==> src/rtl/ascon_arbiter.sv <==
// Round-robin owner of one shared ascon_core: one complete operation per grant, NREQ requesters.
// Latency: request->grant 1 cycle, c_mode pulses in the grant's first cycle, r_done 1 cycle after c_done rises.
// Backpressure: handshakes pass combinationally between granted port and core; other ports see ready=0. Optional watchdog: ASCON_ARB_WATCHDOG_EN.
module ascon_arbiter #(
    parameter int NREQ  = 4,
    parameter int WDT_W = 16,
    localparam int CCW  = 32,
    localparam int MW   = 4,
    localparam int TW   = 4,
    localparam int IW   = $clog2(NREQ)
) (
    input  logic                      clk,
    input  logic                      rst_n,
    // requester side
    input  logic [NREQ-1:0][MW-1:0]   r_mode,
    input  logic [NREQ-1:0][CCW-1:0]  r_key,
    input  logic [NREQ-1:0]           r_key_valid,
    output logic [NREQ-1:0]           r_key_ready,
    input  logic [NREQ-1:0][CCW-1:0]  r_bdi,
    input  logic [NREQ-1:0]           r_bdi_valid,
    output logic [NREQ-1:0]           r_bdi_ready,
    input  logic [NREQ-1:0][TW-1:0]   r_bdi_type,
    input  logic [NREQ-1:0]           r_bdi_eot,
    input  logic [NREQ-1:0]           r_bdi_eoi,
    output logic [NREQ-1:0][CCW-1:0]  r_bdo,
    output logic [NREQ-1:0]           r_bdo_valid,
    input  logic [NREQ-1:0]           r_bdo_ready,
    output logic [NREQ-1:0][TW-1:0]   r_bdo_type,
    output logic [NREQ-1:0]           r_bdo_eot,
    output logic [NREQ-1:0]           r_bdo_eoo,
    output logic [NREQ-1:0]           r_grant,
    output logic [NREQ-1:0]           r_done,
    output logic [NREQ-1:0]           r_auth,
    output logic [NREQ-1:0]           r_auth_valid,
    // core side
    output logic [MW-1:0]             c_mode,
    output logic [CCW-1:0]            c_key,
    output logic                      c_key_valid,
    input  logic                      c_key_ready,
    output logic [CCW-1:0]            c_bdi,
    output logic                      c_bdi_valid,
    input  logic                      c_bdi_ready,
    output logic [TW-1:0]             c_bdi_type,
    output logic                      c_bdi_eot,
    output logic                      c_bdi_eoi,
    input  logic [CCW-1:0]            c_bdo,
    input  logic                      c_bdo_valid,
    output logic                      c_bdo_ready,
    input  logic [TW-1:0]             c_bdo_type,
    input  logic                      c_bdo_eot,
    input  logic                      c_bdo_eoo,
    input  logic                      c_done,
    input  logic                      c_auth,
    input  logic                      c_auth_valid,
    output logic                      c_rst,
    output logic                      busy
`ifdef ASCON_ARB_WATCHDOG_EN
    ,
    output logic                      abort_err
`endif
);

    typedef enum logic [1:0] {
        S_IDLE    = 2'd0,
        S_START   = 2'd1,
        S_RUN     = 2'd2,
        S_RELEASE = 2'd3
    } state_t;

    localparam logic [MW-1:0] M_NONE = '0;

    // Elaboration-time guard on the supported configuration range.
    if (NREQ < 2 || NREQ > 8 || WDT_W < 2) begin : g_cfg_check
        $error("ascon_arbiter: NREQ must be 2..8 and WDT_W at least 2");
    end

    state_t            state_q, state_d;
    logic [NREQ-1:0]   grant_q, grant_d;
    logic [IW-1:0]     gidx_q, gidx_d;
    logic [IW-1:0]     ptr_q, ptr_d;
    logic [MW-1:0]     mode_q, mode_d;
    logic              done_q;
    logic              c_rst_q, c_rst_d;
    logic [NREQ-1:0]   r_done_q, r_done_d;
    logic [NREQ-1:0]   r_auth_q, r_auth_d;
    logic [NREQ-1:0]   r_auth_valid_q, r_auth_valid_d;

    logic              hit;
    logic [IW-1:0]     pick;
    logic [IW:0]       cand;

`ifdef ASCON_ARB_WATCHDOG_EN
    localparam logic [WDT_W-1:0] WDT_LAST = {{(WDT_W-1){1'b1}}, 1'b0};
    logic [WDT_W-1:0]  wdt_q, wdt_d;
    logic              abort_q, abort_d;
    logic              hs;
`endif

    // Round-robin search: first requesting port after the last served one, with wrap.
    always_comb begin
        hit  = 1'b0;
        pick = '0;
        cand = '0;
        for (int i = 1; i <= NREQ; i++) begin
            cand = {1'b0, ptr_q} + (IW+1)'(i);
            if (cand >= (IW+1)'(NREQ)) begin
                cand = cand - (IW+1)'(NREQ);
            end
            if (!hit && r_mode[cand[IW-1:0]] != M_NONE) begin
                hit  = 1'b1;
                pick = cand[IW-1:0];
            end
        end
    end

`ifdef ASCON_ARB_WATCHDOG_EN
    // Any routed handshake counts as forward progress for the watchdog.
    always_comb begin
        hs = (c_key_valid & c_key_ready) | (c_bdi_valid & c_bdi_ready) | (c_bdo_valid & c_bdo_ready);
    end
`endif

    // Next-state logic: grant selection, operation sequencing, completion capture.
    always_comb begin
        state_d        = state_q;
        grant_d        = grant_q;
        gidx_d         = gidx_q;
        ptr_d          = ptr_q;
        mode_d         = mode_q;
        c_rst_d        = 1'b0;
        r_done_d       = '0;
        r_auth_d       = '0;
        r_auth_valid_d = '0;
`ifdef ASCON_ARB_WATCHDOG_EN
        wdt_d          = wdt_q;
        abort_d        = 1'b0;
`endif
        case (state_q)
            S_IDLE: begin
                if (hit) begin
                    grant_d       = '0;
                    grant_d[pick] = 1'b1;
                    gidx_d        = pick;
                    // Latch the mode so the requester may drop r_mode once granted.
                    mode_d        = r_mode[pick];
                    state_d       = S_START;
                end
            end
            S_START: begin
                state_d = S_RUN;
`ifdef ASCON_ARB_WATCHDOG_EN
                wdt_d   = '0;
`endif
            end
            S_RUN: begin
                if (c_done && !done_q) begin
                    state_d        = S_RELEASE;
                    r_done_d       = grant_q;
                    r_auth_d       = c_auth ? grant_q : '0;
                    r_auth_valid_d = c_auth_valid ? grant_q : '0;
                end
`ifdef ASCON_ARB_WATCHDOG_EN
                else if (hs) begin
                    wdt_d = '0;
                end else if (wdt_q == WDT_LAST) begin
                    // Counter is about to saturate: abandon the operation and reset the core.
                    state_d = S_IDLE;
                    r_done_d = grant_q;
                    abort_d = 1'b1;
                    c_rst_d = 1'b1;
                    grant_d = '0;
                    ptr_d   = gidx_q;
                    wdt_d   = '0;
                end else begin
                    wdt_d = wdt_q + 1'b1;
                end
`endif
            end
            S_RELEASE: begin
                state_d = S_IDLE;
                grant_d = '0;
                ptr_d   = gidx_q;
            end
            default: begin
                state_d = S_IDLE;
            end
        endcase
    end

    // State and output registers; core reset is held until the first edge after reset release.
    always_ff @(posedge clk or negedge rst_n) begin
        if (!rst_n) begin
            state_q        <= S_IDLE;
            grant_q        <= '0;
            gidx_q         <= '0;
            ptr_q          <= IW'(NREQ - 1);
            mode_q         <= M_NONE;
            done_q         <= 1'b0;
            c_rst_q        <= 1'b1;
            r_done_q       <= '0;
            r_auth_q       <= '0;
            r_auth_valid_q <= '0;
`ifdef ASCON_ARB_WATCHDOG_EN
            wdt_q          <= '0;
            abort_q        <= 1'b0;
`endif
        end else begin
            state_q        <= state_d;
            grant_q        <= grant_d;
            gidx_q         <= gidx_d;
            ptr_q          <= ptr_d;
            mode_q         <= mode_d;
            done_q         <= c_done;
            c_rst_q        <= c_rst_d;
            r_done_q       <= r_done_d;
            r_auth_q       <= r_auth_d;
            r_auth_valid_q <= r_auth_valid_d;
`ifdef ASCON_ARB_WATCHDOG_EN
            wdt_q          <= wdt_d;
            abort_q        <= abort_d;
`endif
        end
    end

    // Datapath mux: forward direction from START, return stream only in RUN.
    always_comb begin
        c_mode      = M_NONE;
        c_key       = '0;
        c_key_valid = 1'b0;
        c_bdi       = '0;
        c_bdi_valid = 1'b0;
        c_bdi_type  = '0;
        c_bdi_eot   = 1'b0;
        c_bdi_eoi   = 1'b0;
        c_bdo_ready = 1'b0;
        r_key_ready = '0;
        r_bdi_ready = '0;
        r_bdo       = '0;
        r_bdo_valid = '0;
        r_bdo_type  = '0;
        r_bdo_eot   = '0;
        r_bdo_eoo   = '0;
        if (state_q == S_START) begin
            c_mode = mode_q;
        end
        if (state_q == S_START || state_q == S_RUN) begin
            c_key               = r_key[gidx_q];
            c_key_valid         = r_key_valid[gidx_q];
            c_bdi               = r_bdi[gidx_q];
            c_bdi_valid         = r_bdi_valid[gidx_q];
            c_bdi_type          = r_bdi_type[gidx_q];
            c_bdi_eot           = r_bdi_eot[gidx_q];
            c_bdi_eoi           = r_bdi_eoi[gidx_q];
            r_key_ready[gidx_q] = c_key_ready;
            r_bdi_ready[gidx_q] = c_bdi_ready;
        end
        if (state_q == S_RUN) begin
            c_bdo_ready         = r_bdo_ready[gidx_q];
            r_bdo[gidx_q]       = c_bdo;
            r_bdo_valid[gidx_q] = c_bdo_valid;
            r_bdo_type[gidx_q]  = c_bdo_type;
            r_bdo_eot[gidx_q]   = c_bdo_eot;
            r_bdo_eoo[gidx_q]   = c_bdo_eoo;
        end
    end

    assign r_grant      = grant_q;
    assign r_done       = r_done_q;
    assign r_auth       = r_auth_q;
    assign r_auth_valid = r_auth_valid_q;
    assign c_rst        = c_rst_q;
    assign busy         = (state_q != S_IDLE);
`ifdef ASCON_ARB_WATCHDOG_EN
    assign abort_err    = abort_q;
`endif

endmodule
==> config.mk <==
export PLATFORM = sky130hd
export DESIGN_NAME = ascon_arbiter
export DESIGN_NICKNAME = d
export VERILOG_FILES = /design/src/rtl/ascon_arbiter.sv
export SDC_FILE = /design/constraint.sdc
export NUM_CORES = 1
export LEC_CHECK = 0
export ABC_CLOCK_PERIOD_IN_PS = 1900
export BUFFER_PORTS_ARGS = -buffer_cell sky130_fd_sc_hd__buf_2
export CORE_AREA = 2 2 241 243
export CTS_CLUSTER_SIZE = 14
export DETAILED_ROUTE_END_ITERATION = 8
export DIE_AREA = 0 0 243 245
export HOLD_SLACK_MARGIN = 0.06
export PLACE_DENSITY = 0.3
export SLEW_MARGIN = 30
export SYNTH_ARGS = -nofsm -noshare
export SYNTH_HDL_FRONTEND = slang
export SYNTH_SLANG_ARGS = --single-unit
export TNS_END_PERCENT = 20
==> constraint.sdc <==
create_clock -name clk -period 1.9 [get_ports clk]
set_clock_uncertainty 0.05 [all_clocks]
set_input_delay 0.285 -clock clk [delete_from_list [all_inputs] [get_ports clk]]
set_output_delay 0.285 -clock clk [all_outputs]
set_load 0.005 [all_outputs]
==> out/summary.txt <==
GLOBAL ROUTE
--------------------------------------------------------------------------------
Wire length of the first global-routing pass ......................      47.1 mm
Pin count of the biggest net entering global routing ..............           42
Combined global-route utilization of all metal layers .............        0.106
Via count of the first global-routing pass ........................         6776
Number of antenna violations at the first check in global routing .           12
Grt total ovfl ....................................................            0

CRITICAL PATH
--------------------------------------------------------------------------------
Setup slack of the worst register-to-register path ................      0.16 ns
Critical setup path kind .......................................... register to primary output
Startpoint of the most critical register-to-register path .........     ptr_q[1]
Arrival time at the worst endpoint ................................      1.89 ns
Launching element type of the critical path .......................     register
Cell depth of the worst flop-to-flop path .........................            6
Highest net fanout along the worst path ...........................           14
Worst reg2reg path endpoint .......................................    mode_q[2]
Critical Path End Type ............................................ primary output
Worst path required time ..........................................      1.56 ns

CLOCKING
--------------------------------------------------------------------------------
CTS H-tree lvls ...................................................            1
Clock tree from TritonCTS .........................................          yes
Worst-skew pair later-pin latency .................................      0.26 ns
CTS Root Cell .....................................................    clkbuf_16
Worst-case clock buffer depth .....................................            2
TritonCTS Sinks ...................................................           28
Clock slew at reported path FFs ...................................      0.07 ns
Num CTS Buffers ...................................................            3

TIMING
--------------------------------------------------------------------------------
Slew Limit Fails ..................................................            0
Number of hold-slack violations in the final timing report ........            0
Final worst path period share .....................................         1.17
Transition time of the tightest slew-check pin ....................     0.636 ns
Worst hold-check slack ............................................    0.0922 ns
Min Clock Period, post-route ......................................      2.23 ns
Final setup viols .................................................          232
Sum of negative setup slack .......................................    -34.24 ns
Tightest slew margin relative to the limit ........................        0.576
Slack of the critical path ........................................    -0.328 ns
Achievable Freq ...................................................    0.449 GHz
Unrepaired setup endpoints after global routing ...................         true

PLACED DESIGN
--------------------------------------------------------------------------------
DPL Wire Length ...................................................      29.5 mm
Number of input and output port buffers inserted ..................          612
DP Worst Slack ....................................................    -0.208 ns
Final GP Congestion ...............................................        0.889

MIN PATH
--------------------------------------------------------------------------------
Worst min-delay path endpoint .....................................       done_q
Startpoint of the tightest hold check path ........................       c_done
Worst Hold Path Cells .............................................            1
Class of the most critical hold timing path ....................... input port to register

SYNTH
--------------------------------------------------------------------------------
Most area-consuming cells after synthesis ......................... mux4_2 (37%), nor2_1 (14%), dfrtp_1 (14%)
Top cell type's share of synthesized area .........................        0.368
Total standard cell area after synthesis ..........................  0.00447 mm²
Net count after synthesis .........................................          877
Most area-hungry cell type in the Yosys netlist ...................       mux4_2
Count of mapped cells out of synthesis ............................          519
Count of synthesis-stage warnings from yosys ......................            0
Synth Register Bits ...............................................           28
Post-Synthesis Mean Instance Area .................................     8.62 µm²
Register area share after synthesis ...............................        0.157
Post-synthesis cell type count ....................................           39

FLOORPLAN
--------------------------------------------------------------------------------
Die W .............................................................       243 µm
Vertical extent of the die ........................................       245 µm
Site Rows .........................................................           88
Core Footprint ....................................................   0.0570 mm²
Area of the die ...................................................   0.0595 mm²
# IOs .............................................................          613
Initial Utilization ...............................................       0.0784

PWR
--------------------------------------------------------------------------------
Worst-case vdd ir drop ............................................   0.000517 V
Clock power frac ..................................................        0.046
Power per unit of standard cell area ..............................  1400 mW/mm²
Fraction of power spent switching nets ............................        0.451
Portion of total power attributed to sequential cells .............        0.069
Leak Pwr ..........................................................      4.93 nW
Gate power share ..................................................        0.886
Net switching power figure ........................................    0.00617 W
Internal power ....................................................    0.00750 W

ROUTING
--------------------------------------------------------------------------------
Number of antenna-violating nets in the routed design .............            0
DR DRC count ......................................................            0
Pre-Repair DR Iteration Count .....................................            4
Initial drt markers ...............................................          217
Routed vias .......................................................         6689
Routed via count divided by cell count ............................         3.47
Overall routed net length .........................................      35.1 mm
Routed length per placed instance .................................      18.2 µm

CELLS AND AREA
--------------------------------------------------------------------------------
Number of nets at the end of the flow .............................         1519
Fraction of layout instances using a drive strength above 1 .......        0.742
Layout overhead on the synthesized area ...........................         118%
Commonest cells after routing, fill and taps aside ................ buf_2 (593), nor2_1 (130), mux4_2 (73), and2_1 (70), buf_4 (47)
Leading cell type in the layout, fill and taps excluded ...........        buf_2

JOB
--------------------------------------------------------------------------------
Max-cap violation count ...........................................            0

OUTCOME
--------------------------------------------------------------------------------
Result of the run ................................................. finished, violations left
Violated checks ................................................... setup timing

how the worst max path moves through the flow:
stage | from | to | slack [ns] | cells after the start
after floorplan | gidx_q[0] | c_bdi[0] | -0.01 | 5
after global placement | r_mode[8] | mode_q[3] | -0.19 | 6
after detailed placement | r_mode[8] | mode_q[3] | -0.21 | 6
after CTS | gidx_q[0] | c_key[28] | -0.41 | 6
after global routing | gidx_q[0] | c_bdi[4] | -0.41 | 5
final | gidx_q[0] | c_bdi[4] | -0.33 | 5
cell usage after synthesis, drive strengths merged:
| cell type | n |
|---|---|
| mux2i | 9 |
| or2 | 5 |
| conb | 1 |
| nor4 | 2 |
| mux4 | 73 |
| a22oi | 1 |
| or2b | 1 |
| clkbuf | 39 |
| nand2b | 4 |
| inv | 5 |
| o22a | 1 |
| a31o | 1 |
| o21ai | 6 |
| a21oi | 1 |
| ha | 4 |
| buf | 14 |
| and2 | 81 |
| nand3 | 1 |
| o41ai | 1 |
| mux2 | 3 |
| nor3 | 1 |
| nand3b | 1 |
| nor2 | 167 |
| o2bb2ai | 3 |
| o221ai | 5 |
| dfrtp | 25 |
| nand2 | 50 |
| and3 | 8 |
| dfstp | 3 |
| or4 | 3 |
layout make-up:
cell class,count,area (µm²)
Fill cell,6658,47300
Clock buffer,3,75.1
Clock inverter,1,30.0
Timing Repair Buffer,690,4090
Multi-Input combinational cell,433,3850
Tap cell,765,957
Sequential cell,28,713
Inverter,5,18.8
Antenna cell,4,10.0
layer usage:
metal,track usage,vias to the layer above,wire length [µm]
li1,-,3094,-
met1,0.128,3249,13800
met2,0.194,312,18600
met3,0.0214,32,2360
met4,0.0164,2,306
met5,0,-,13
power groups by stage:
stage | clock, W | combinational, W | sequential [W]
after floorplan | 0 | 0.00542 | 0.000844
after global placement | 0 | 0.0107 | 0.000912
after detailed placement | 0 | 0.0106 | 0.000908
after CTS | 0.000650 | 0.0112 | 0.000912
after global routing | 0.000671 | 0.0131 | 0.000973
final | 0.000625 | 0.0121 | 0.000940
flip-flops by register name, indices dropped and copies added, names as in the netlist, 2 cells and up:
name	flops
r_auth_valid	4
mode_q	4
state_q	2
gidx_q	2
ptr_q	2
r_grant	4
r_auth	4
r_done	4
worst max-delay path, stage by stage, from the launching register on:
cell     delay, ns
dfrtp_4       0.45
buf_12        0.18
buf_4         0.17
mux4_2        0.51
and2_1        0.17
buf_2         0.12
metrics by stage:
step / utilization / instance area [µm²] / power [W] / instances
floorplan: - / 4480 / 0.00627 / 519
global placement: 0.157 / 8930 / 0.0116 / 1910
detailed placement: 0.157 / 8930 / 0.0115 / 1910
CTS: 0.162 / 9220 / 0.0128 / 1918
global route: 0.171 / 9740 / 0.0148 / 1929
finish: 0.171 / 9740 / 0.0137 / 1929
cell families (layout without fill, tap and decap cells):
family	count (synthesis)	after routing	synth area share
fa+ha+maj	4	4	0.0112
buf+inv	58	699	0.0551
simple gates	324	324	0.338
mux	85	85	0.395
flops	28	28	0.157
compound gates	19	19	0.0417
other cells	1	5	0.000838
what timing repair did:
| item | CTS | global route |
|---|---|---|
| hold endpoints to repair | 25 | 0 |
| hold buffers | 1 | 0 |
| gates cloned | 1 | 5 |
| buffers inserted | 2 | 3 |
| endpoints found under the setup margin | 237 | 237 |
| resized for setup | 28 | 107 |
| pin swaps | 11 | 10 |
Power figures use the tool's default switching activity.
